## config.mk

```make
export PLATFORM = sky130hd
export DESIGN_NAME = mux_16x1
export DESIGN_NICKNAME = d
export VERILOG_FILES = /design/src/rtl/mux_16x1.sv
export SDC_FILE = /design/constraint.sdc
export NUM_CORES = 1
export LEC_CHECK = 0
export BUFFER_PORTS_ARGS = -buffer_cell sky130_fd_sc_hd__buf_2
export CORE_AREA = 3 3 40 42
export DETAILED_ROUTE_END_ITERATION = 10
export DIE_AREA = 0 0 43 45
export PLACE_DENSITY = 0.62
export SETUP_SLACK_MARGIN = 0.3
export SLEW_MARGIN = 20
export SYNTH_ARGS = -nofsm -noshare
export SYNTH_HDL_FRONTEND = slang
export SYNTH_SLANG_ARGS = --single-unit
```

## constraint.sdc

```tcl
create_clock -name clk -period 3 [get_ports clk]
set_clock_uncertainty 0.2 [all_clocks]
set_input_delay 0.6 -clock clk [delete_from_list [all_inputs] [get_ports clk]]
set_output_delay 0.6 -clock clk [all_outputs]
set_load 0.1 [all_outputs]
```

## src/rtl/mux_16x1.sv

```systemverilog
// 16-to-1 bit multiplexer built as a tree of 2:1 cells, with a registered capture stage.
// Define MUX_16X1_ONEHOT_EN to add the registered one-hot select output sel_oh.

module Mux2Cell (
  input  logic a_i,
  input  logic b_i,
  input  logic s_i,
  output logic y_o
);
  assign y_o = (a_i & ~s_i) | (b_i & s_i);
endmodule

module mux_16x1 (
  input  logic        clk,
  input  logic        rst,
  input  logic        en,
  input  logic [15:0] in,
  input  logic [3:0]  sel,
  output logic        out,
  output logic        out_q,
`ifdef MUX_16X1_ONEHOT_EN
  output logic [3:0]  sel_q,
  output logic [15:0] sel_oh
`else
  output logic [3:0]  sel_q
`endif
);

  logic [7:0] lvl0;
  logic [3:0] lvl1;
  logic [1:0] lvl2;
  logic       lvl3;

  // Each level halves the candidates, steered by the next select bit (LSB first).
  for (genvar g = 0; g < 8; g++) begin : gLvl0
    Mux2Cell uCell (.a_i(in[2*g]), .b_i(in[2*g+1]), .s_i(sel[0]), .y_o(lvl0[g]));
  end

  for (genvar g = 0; g < 4; g++) begin : gLvl1
    Mux2Cell uCell (.a_i(lvl0[2*g]), .b_i(lvl0[2*g+1]), .s_i(sel[1]), .y_o(lvl1[g]));
  end

  for (genvar g = 0; g < 2; g++) begin : gLvl2
    Mux2Cell uCell (.a_i(lvl1[2*g]), .b_i(lvl1[2*g+1]), .s_i(sel[2]), .y_o(lvl2[g]));
  end

  Mux2Cell uLvl3 (.a_i(lvl2[0]), .b_i(lvl2[1]), .s_i(sel[3]), .y_o(lvl3));

  assign out = lvl3;

  logic       outBit_q, outBit_d;
  logic [3:0] selIdx_q, selIdx_d;

  // The tree output already equals in[sel], so it feeds the capture register directly.
  always_comb begin
    outBit_d = outBit_q;
    selIdx_d = selIdx_q;
    if (en) begin
      outBit_d = lvl3;
      selIdx_d = sel;
    end
  end

  always_ff @(posedge clk) begin
    if (rst) begin
      outBit_q <= 1'b0;
      selIdx_q <= 4'd0;
    end else begin
      outBit_q <= outBit_d;
      selIdx_q <= selIdx_d;
    end
  end

  assign out_q = outBit_q;
  assign sel_q = selIdx_q;

`ifdef MUX_16X1_ONEHOT_EN
  logic [15:0] selOneHot_q, selOneHot_d;

  always_comb begin
    selOneHot_d = selOneHot_q;
    if (en) begin
      selOneHot_d = 16'h0001 << sel;
    end
  end

  always_ff @(posedge clk) begin
    if (rst) begin
      selOneHot_q <= 16'h0000;
    end else begin
      selOneHot_q <= selOneHot_d;
    end
  end

  assign sel_oh = selOneHot_q;
`else
  // Without the one-hot option only out_q and sel_q are registered.
`endif

endmodule

```

### Word-level counts from Yosys, hierarchy flattened

Cells that the tools add are included.

| operators by class | value |
|---|---|
| bitwise operators | 49 |

Operators with widths:

| operator | number |
|---|---|
| $and A1 B1 Y1 | 30 |
| $or A1 B1 Y1 | 15 |
| $not A1 Y1 | 4 |

| word-level totals | value |
|---|---|
| word-level logic and storage cells | 51 |
| register bits after elaboration | 5 |
| input bits | 23 |
| output and inout port bits | 6 |

### Logic depth before layout (Yosys ltp)

| logic depth | value |
|---|---|
| depth in word-level cells | 9 |
| depth in mapped cells | 4 |
| mapped depth without buffers | 3 |

### Modules after synthesis

A second synthesis with hierarchy kept.

| unflattened totals | value |
|---|---|
| cell total of the unflattened synthesis | 31 |
| area total of the unflattened synthesis | 405.4 um2 |

By module, submodules not included:

| module | instances | sequential area each (um2) | area an instance (um2) | cells each |
|---|---|---|---|---|
| Mux2Cell | 15 | 0.0 | 15.0 | 1 |
| mux_16x1 | 1 | 100.1 | 180.2 | 16 |

### Worst setup path after synthesis

Ideal clock, no wire load.

| timing path | value |
|---|---|
| kind | input to output |
| from | input sel[1] |
| to | output out |
| path slack | -0.340 ns |
| cell stages on the path | 3 |
| data required time | 2.200 ns |
| buffers on the path | 0 |
| data arrival time | 2.540 ns |
| cells stage by stage | mux4_1 mux2i_1 mux2i_1 |

| between the ends | value |
|---|---|
| word-level cells in the longest chain between the ends | 7 |
| elaborated cells on any way between the ends | 22 |
| classes of those cells | 22 x bitwise |

Ends and longest elaborated chain:

| item | line | source |
|---|---|---|
| from (decl) | 18 | `input logic [3:0] sel,` |
| $not A1 Y1 | 10 | `assign y_o = (a_i & ~s_i) \| (b_i & s_i);` |
| $and A1 B1 Y1 | 10 |  |
| $or A1 B1 Y1 | 10 |  |
| $and A1 B1 Y1 | 10 |  |
| $or A1 B1 Y1 | 10 |  |
| $and A1 B1 Y1 | 10 |  |
| $or A1 B1 Y1 * | 10 |  |
| to (decl) | 19 | `output logic out,` |

Mark *: on every way between the ends. The rest lies on a longest branch, timed or not.

### Worst setup path in the final report

Same ends and word-level chain as after synthesis.

==> results.yml <==
worst_setup_path:
  cp-end-kind: "primary output"
  crit_type: "in2out"
  r2r_start: "out_q"
  cp_max_fo: 5
  cp.arrival_ps: 1810
  rrSetupSlack_ps: 2120
  worstPathRequired_ps: 2200
  rr_endpoint: "out_q"
  r2r_cells: 2
  start_kind: "input port"
routing:
  num_vias: 354
  drc: 0
  dr.pass1.iters: 2
  post_drt_wl_per_cell_um: 11.68
  wl_um: 864
  viasPerCell: 4.784
  drtIter0Drc: 4
  ant_nets: 0
logic_synthesis:
  synth_compound_area_share_pct: 6.667
  ys_ff_latch: 5
  synthSimpleGateAreaFrac_pct: 7.843
  syn_inst: 26
  yosysSeqAreaShare_pct: 31.37
  ys_top_cells_by_area: "mux4_1 (33%), dfxtp_1 (31%), mux2i_1 (19%), nor2_1 (5.9%), a221oi_1 (2.7%)"
  syn_nets: 49
  synth_area_um2: 319.1
  synthMuxAreaShare_pct: 51.76
  synthXorXnorAreaFrac_pct: 0
  synthAdderAreaFrac_pct: 0
  synth_cell_types: 10
  netlist.area_leader.share_pct: 32.94
  synth.yosys.warnings: 0
  yosysTopAreaCell: "mux4_1"
  synth_top_family_by_area: "multiplexers"
  syn_avg_cell_area_um2: 12.27
hold_path:
  worstHoldPathCells: 2
  hold_end: "sel_q[3]"
  hp-start: "sel_q[3]"
  hp-class: "reg2reg"
sta:
  slew_headroom_pct: 67.73
  finalSetupViolCount: 0
  hold-worst-slack_ps: 285.2
  worst_pin_slew_ps: 487.5
  fin_crit_sh_pct: 87.09
  tns_ps: 0
  final.setup.worst_slack_ps: 387.2
  rsz0062_at_grt: "false"
  period_minus_slack_ps: 2613
  maxClockFrequency_ghz: 0.3827
  hold_viol: 0
  drv_slew: 0
run_status:
  status: "finished clean"
grt:
  use_met1_pct: 12.32
  antenna_found_initial: 0
  grt_max_degree: 7
  grt_busiest_layer: "met2"
  grt_pass1_wl_um: 1511
  grt_use_total_pct: 10.91
  grt-ovfl-total: 0
  met3_usage_pct: 5.179
  gr-usage-met2_pct: 15.57
  grt_pass1_vias: 375
floorplan:
  row_count: 13
  die_area_um2: 1935
  io_pins: 29
  core_um2: 1285
  die_w_um: 43
  die_h_um: 45
  start_util_pct: 24.83
pwr:
  ir_worst_vdd_mv: 0.1646
  clkPwrFrac_pct: 30.8
  pwr_density_cell_nw_per_um2: 502.2
  power_uw: 264.5
  leakagePower_nw: 0.2647
  p_sw_uw: 102.8
  p_seq_share_pct: 27.6
  switching_share_pct: 38.84
  comb_power_share_pct: 41.7
  intPower_uw: 161.8
cells_and_area:
  drive_above_1_share_pct: 67.80
  syn2layout_area_growth_pct: 65.10
  final_area_um2: 526.8
  layout_common_cells: "buf_2 (27), nor2_1 (5), dfxtp_1 (5)"
  n_antenna_cell: 0
  final_common_cell: "buf_2"
  nets: 83
clocking:
  cts_buffer_depth: 2
  h-tree-depth: 1
  cts_buffers: 3
  clk_latency_ps: 240
  numClockSinks: 5
  holdBufCountCts: 0
  ctsRootBufferMaster: "clkbuf_4"
  clk_pin_slew_ps: 50
  cts_tree: "done"
run:
  maxCapViolations: 0
place:
  place_area_um2: 486.7
  gp_congestion: 0.6777
  hpwl_um: 707.2
  place_worst_setup_slack_ps: 184.5
  port-buffer-count: 28
==> power groups by stage <==
stage / Sequential (mW) / Combinational [mW] / Clock, mW
finish: 0.0729 / 0.110 / 0.0814
floorplan: 0.105 / 0.0415 / 0
global placement: 0.0744 / 0.0978 / 0
CTS: 0.0730 / 0.107 / 0.0830
global route: 0.0737 / 0.117 / 0.0921
detailed placement: 0.0742 / 0.0985 / 0
==> timing repair <==
item / 4_1_cts / 5_1_grt
buffers inserted: 1 / 1
endpoints found under the setup margin: 1 / 1
pin swaps: 0 / 0
resized for setup: 4 / 4
gates cloned: 0 / 0
==> state kept, by name (all words and copies together) (netlist names) <==
signal and flops:
out_q 1, sel_q 4
==> critical path: stages <==
cell and delay, ps:
buf_2 150, mux4_2 520, mux2i_2 240, mux2i_4 100
buf_6 190
==> Yosys cell counts <==
cell type	number
dfxtp_1	5
nor2_1	5
and2_1	1
a21oi_1	1
clkbuf_1	1
mux2i_1	6
mux4_1	4
o21bai_1	1
a221oi_1	1
inv_1	1
==> routing by layer <==
metal / share of wire, % / vias to the layer above
met1: 40 / 152
met3: 19 / 4
met5: 0 / -
met4: 2.4 / 0
li1: - / 167
met2: 39 / 31
==> worst max-delay path by stage <==
stage | cells past startpoint | from | to | slack (ps)
global placement | 5 | sel[1] | out | 190
finish | 5 | sel[1] | out | 390
CTS | 5 | sel[1] | out | 330
floorplan | 3 | sel[1] | out | 520
detailed placement | 5 | sel[1] | out | 180
global route | 5 | sel[2] | out | 330
==> stage by stage <==
| stage | instances | util (%) |
|---|---|---|
| 6_report | 74 | 40.99 |
| 5_1_grt | 74 | 40.99 |
| 4_1_cts | 73 | 41.58 |
| 3_5_place_dp | 68 | 37.88 |
| 3_3_place_gp | 68 | 37.88 |
| 2_1_floorplan | 26 | - |
==> layout make-up <==
class | instances | area, µm²
clock buffers | 4 | 26.28
fillers | 134 | 758.2
inverters | 1 | 3.754
multi-input cells | 19 | 216.5
flip-flops and latches | 5 | 100.1
well taps | 15 | 18.77
repair buffers | 30 | 161.4
==> cell families after synthesis <==
family,Yosys count
compound gates,3
buf+inv,2
flops,5
mux,10
simple gates,6
No activity file was read; power rests on OpenSTA's default activity.
